### config.mk
export PLATFORM = sky130hd
export DESIGN_NAME = button_debouncer_array
export DESIGN_NICKNAME = d
export VERILOG_FILES = /design/src/rtl/button_debouncer_array.sv
export SDC_FILE = /design/constraint.sdc
export NUM_CORES = 1
export LEC_CHECK = 0
export BUFFER_PORTS_ARGS = -buffer_cell sky130_fd_sc_hd__buf_2
export CAP_MARGIN = 20
export CORE_MARGIN = 3
export CORE_UTILIZATION = 67
export DETAILED_ROUTE_END_ITERATION = 8
export PLACE_DENSITY = 0.84
export SETUP_SLACK_MARGIN = 0.5
export SLEW_MARGIN = 40
export SYNTH_ARGS = -nofsm -noshare
export SYNTH_HDL_FRONTEND = slang
export SYNTH_SLANG_ARGS = --single-unit
### constraint.sdc
create_clock -name clk -period 3.46 [get_ports clk]
set_input_delay 1.038 -clock clk [delete_from_list [all_inputs] [get_ports clk]]
set_output_delay 1.038 -clock clk [all_outputs]
set_load 0.03 [all_outputs]
### src/rtl/button_debouncer_array.sv
// button_debouncer_array: per-channel synchroniser, stability filter, press/release/long-press pulses
module button_debouncer_array #(
  parameter int CHANNELS      = 4,
  parameter int STABLE_CYCLES = 1000000,
  parameter int LONG_CYCLES   = 50000000,
  parameter bit ACTIVE_LOW    = 1'b0
) (
  input  logic                clk,
  input  logic                rst,
  input  logic [CHANNELS-1:0] button,
  output logic [CHANNELS-1:0] debounced,
  output logic [CHANNELS-1:0] press,
  output logic [CHANNELS-1:0] release_pulse,
  output logic [CHANNELS-1:0] long_press
);
  localparam int CW = $clog2(STABLE_CYCLES);
  localparam int HW = $clog2(LONG_CYCLES);
  typedef enum logic [1:0] {RELEASED, PRESSED, LONG} state_t;
  logic [CHANNELS-1:0] s1, s2;
  always_ff @(posedge clk) begin
    s1 <= rst ? '0 : button ^ {CHANNELS{ACTIVE_LOW}};
    s2 <= rst ? '0 : s1;
  end
  for (genvar c = 0; c < CHANNELS; c++) begin : g_ch
    state_t        state;
    logic [CW-1:0] cnt;
    logic [HW-1:0] hcnt;
    logic          deb, prs, rls, lng, flip, hit;
    assign flip = (s2[c] != deb) && (cnt == CW'(STABLE_CYCLES - 1));
    // a release landing on the threshold edge wins over the long press
    assign hit  = (state == PRESSED) && (hcnt == HW'(LONG_CYCLES - 2)) && !flip;
    always_ff @(posedge clk) begin
      if (rst) begin
        state <= RELEASED;
        cnt   <= '0;
        hcnt  <= '0;
        deb   <= 1'b0;
        prs   <= 1'b0;
        rls   <= 1'b0;
        lng   <= 1'b0;
      end else begin
        cnt   <= (s2[c] == deb || flip) ? '0 : cnt + 1'b1;
        deb   <= flip ? s2[c] : deb;
        prs   <= flip && s2[c];
        rls   <= flip && !s2[c];
        lng   <= hit;
        hcnt  <= !deb ? '0 : (hcnt == HW'(LONG_CYCLES - 1)) ? hcnt : hcnt + 1'b1;
        state <= flip ? (s2[c] ? PRESSED : RELEASED) : hit ? LONG : state;
      end
    end
    assign debounced[c]     = deb;
    assign press[c]         = prs;
    assign release_pulse[c] = rls;
    assign long_press[c]    = lng;
  end
endmodule

==> reports/results.txt <==
Min Clock Period, post-route: 2.44 ns
Maximum fanout encountered on the critical timing path: 20
DRT antenna net count: 0
DR iter-0 viols: 453
Final Cycle Share: 70.7%
Y dimension of the die: 127 um
Flip-flop and latch count after synthesis: 216
Worst setup path category: register to register
Count of antenna diodes in the layout: 0
Clock network latency to the later pin of the worst-skew pair: 0.50 ns
Number of hold violations in the final report: 0
Num CTS Buffers: 23
F_max: 0.409 GHz
Routed vias: 7772
Part of the Yosys area used for sequential elements: 44.4%
Hold wc startpoint: s1[1]
Global placement routability congestion: 0.813
Core Footprint: 0.0140 mm2
Most common library cell in the layout ignoring fill and taps: sky130_fd_sc_hd__dfxtp_1
Commonest cells after routing, fill and taps aside: sky130_fd_sc_hd__dfxtp_1 (216), sky130_fd_sc_hd__nor2_1 (192), sky130_fd_sc_hd__nand2_1 (74), sky130_fd_sc_hd__xnor2_1 (73), sky130_fd_sc_hd__xor2_1 (72)
Dominant combinational cell family by area after synthesis: simple AND/OR/NAND/NOR gates
Synthesized cell area: 0.00974 mm2
Post-detailed-placement half-perimeter wirelength: 12400 um
CTS HTree Levels: 1
Status: finished clean
Synth Net Count: 1155
Overall Global Routing Usage: 23.2%
Number of flops mapped to enable cells by yosys: 0
Reg-to-reg startpoint: g_ch[1].cnt[0]
Via count normalized by instance count: 5.82
Width of the die: 127 um
Area occupied by multi-input gates: 0.00504 mm2
Adder-Cell Fraction of Synth Area: 1.54%
Number of port buffers: 21
Non-filler cells in the finished layout: 1336
Post-synthesis to final-layout area growth: 8.84%
Gate Count Post-Synth: 1137
Ratio of cells with drive above 1 in the final layout: 6.83%
CTS hold repair buffers: 0
VDD IR max: 0.344 mV
Global-route wire length before repair: 32500 um
PostCTS Resize Cnt: 0
Worst endpoint data arrival time: 2.80 ns
GR met1 Demand/Resource: 31.9%
Clock buffer depth: 3
Number of remaining DRC errors: 0
Start point of the critical path: g_ch[1].cnt[0]
Kind of end point of the critical path: register
Overall overflow remaining after global route: 0
Count of different cell masters after synthesis: 54
Max Cap Viol: 0
Post-synthesis xor/xnor area fraction: 13.0%
Per-instance average area after synthesis: 8.56 um2
TritonCTS clock tree: built
DP Cell Count: 1295
Count of yosys warnings during synthesis: 0
Simple-gate share of the synthesized area: 32.3%
Starting density of the core: 69.3%
Category of the worst setup path launch point: register
Total Die Area: 0.0160 mm2
Top Usage Layer GRT: met2
Transition at the pin with the smallest max-transition slack: 0.763 ns
Filler cell count in the final layout: 1020
Global-route track usage on met3: 3.49%
Portion of netlist area occupied by mux cells: 0.411%
Cell at the root of the clock tree: sky130_fd_sc_hd__clkbuf_16
PwrDens: 458 mW/mm2
Number of clock sinks: 216
Setup repair after global routing missed its margin: no
Clock-pin slew on the worst setup and hold paths: 0.06 ns
Worst slew margin relative to its limit: 49.0%
Worst Path Required: 3.81 ns
Post-Route Skew: 0.00713 ns
Most common flop cell mapped by yosys: sky130_fd_sc_hd__dfxtp_1
Share of the synthesized area in compound gates (AO/OA/AOI/OAI): 4.33%
Number of cell rows: 43
Number of setup buffers added after CTS: 0
Final layout net count: 1158
Wire length after detailed routing: 18500 um
WL per Instance: 13.9 um
I/O Pins: 22
Maximum number of pins on one net before global-route repair: 26
Number of pins with negative max-slew slack in the final report: 0
M2 GR Usage: 37.4%
Leakage power total: 3.38 nW
Post-synthesis async set-or-reset flop share: 0%
Total setup violations reported at the end of the flow: 0
Worst hold-check slack: 0.432 ns
DP Worst Slack: 1.02 ns
First-pass iteration count of the detailed router: 5
Sequential cell area: 0.00432 mm2
Worst min path class: register to register
Final WS setup: 1.02 ns
Initial antenna violation count: 0
Final total negative setup slack: 0 ns
Vias in the first global route: 7396
[final timing paths]
kind | end | slack (ns) | cells past startpoint
hold / removal | s2[1] | 0.43 | 1
hold reg to reg | s2[1] | 0.43 | 1
setup reg to reg | g_ch[1].cnt[9] | 1.02 | 6
setup / recovery | g_ch[1].cnt[9] | 1.02 | 6
[layer usage]
layer	share of wire (%)	vias to the layer above	wire length [um]
li1	-	3930	-
met1	48	3649	8870
met2	46	157	8530
met3	3.8	36	699
met4	2.4	0	437
met5	0	-	0
[synthesized netlist by cell type, drive strengths merged (10+ instances only)]
cell	n	area share, %
nor2	192	7.4
nand4	45	2.9
nor4b	13	1.2
clkbuf	27	1.0
and2	13	0.84
nand2	74	2.9
nor3b	10	0.82
nand3	70	3.6
buf	22	1.6
xor2	72	6.5
nor4	30	2.2
and3	26	1.7
a21oi	25	1.3
or3	22	1.4
xnor2	73	6.6
o21ai	27	1.4
inv	35	1.3
nor3	46	2.5
nor2b	14	0.90
or4	10	0.81
and4	16	1.4
dfxtp	216	44
ha	12	1.5
[critical path: stages, from the launching register on]
cell and delay [ns]:
sky130_fd_sc_hd__dfxtp_1 0.37, sky130_fd_sc_hd__ha_1 0.22, sky130_fd_sc_hd__nand4_1 0.18, sky130_fd_sc_hd__nor4_1 0.44
sky130_fd_sc_hd__nand3_1 0.29, sky130_fd_sc_hd__nand3b_1 0.67, sky130_fd_sc_hd__nor2_1 0.12
[flip-flops by register name, summed over array words and instances (netlist names)]
signal	cells
s1	4
g_ch.state	8
g_ch.lng	4
g_ch.deb	4
g_ch.cnt	80
g_ch.hcnt	104
s2	4
g_ch.prs	4
g_ch.rls	4
[final cells by class]
class,instances,area share [%]
Tap cell,180,2.13
Inverter,35,1.24
Clock buffer,35,6.52
Clock inverter,6,0.342
Multi-Input combinational cell,837,47.5
Sequential cell,216,40.8
Timing Repair Buffer,27,1.42
[cell families after synthesis]
kind of cell / count (synthesis)
xor gates and xnor gates: 145
DFF: 216
AOI/OAI and AO/OA: 73
buffers and inverters: 84
muxes: 4
and+or+nand+nor: 603
adders and majority gates: 12
[through the flow]
| stage | utilization [%] | power (mW) | cell area [um2] |
|---|---|---|---|
| after floorplan | - | 2.57 | 9740 |
| after global placement | 70.2 | 2.58 | 9860 |
| after detailed placement | 70.2 | 2.58 | 9860 |
| after CTS | 75.4 | 4.90 | 10600 |
| after global routing | 75.5 | 5.00 | 10600 |
| final | 75.5 | 4.85 | 10600 |
[report_power, final]
group          total, mW  internal [mW]  switching, mW
logic             0.0291        0.00982         0.0193
clock network       2.33           1.37          0.953
registers           2.50           2.49        0.00475
total               4.85           3.88          0.977
Note: power is estimated with default switching activity, not from simulation.
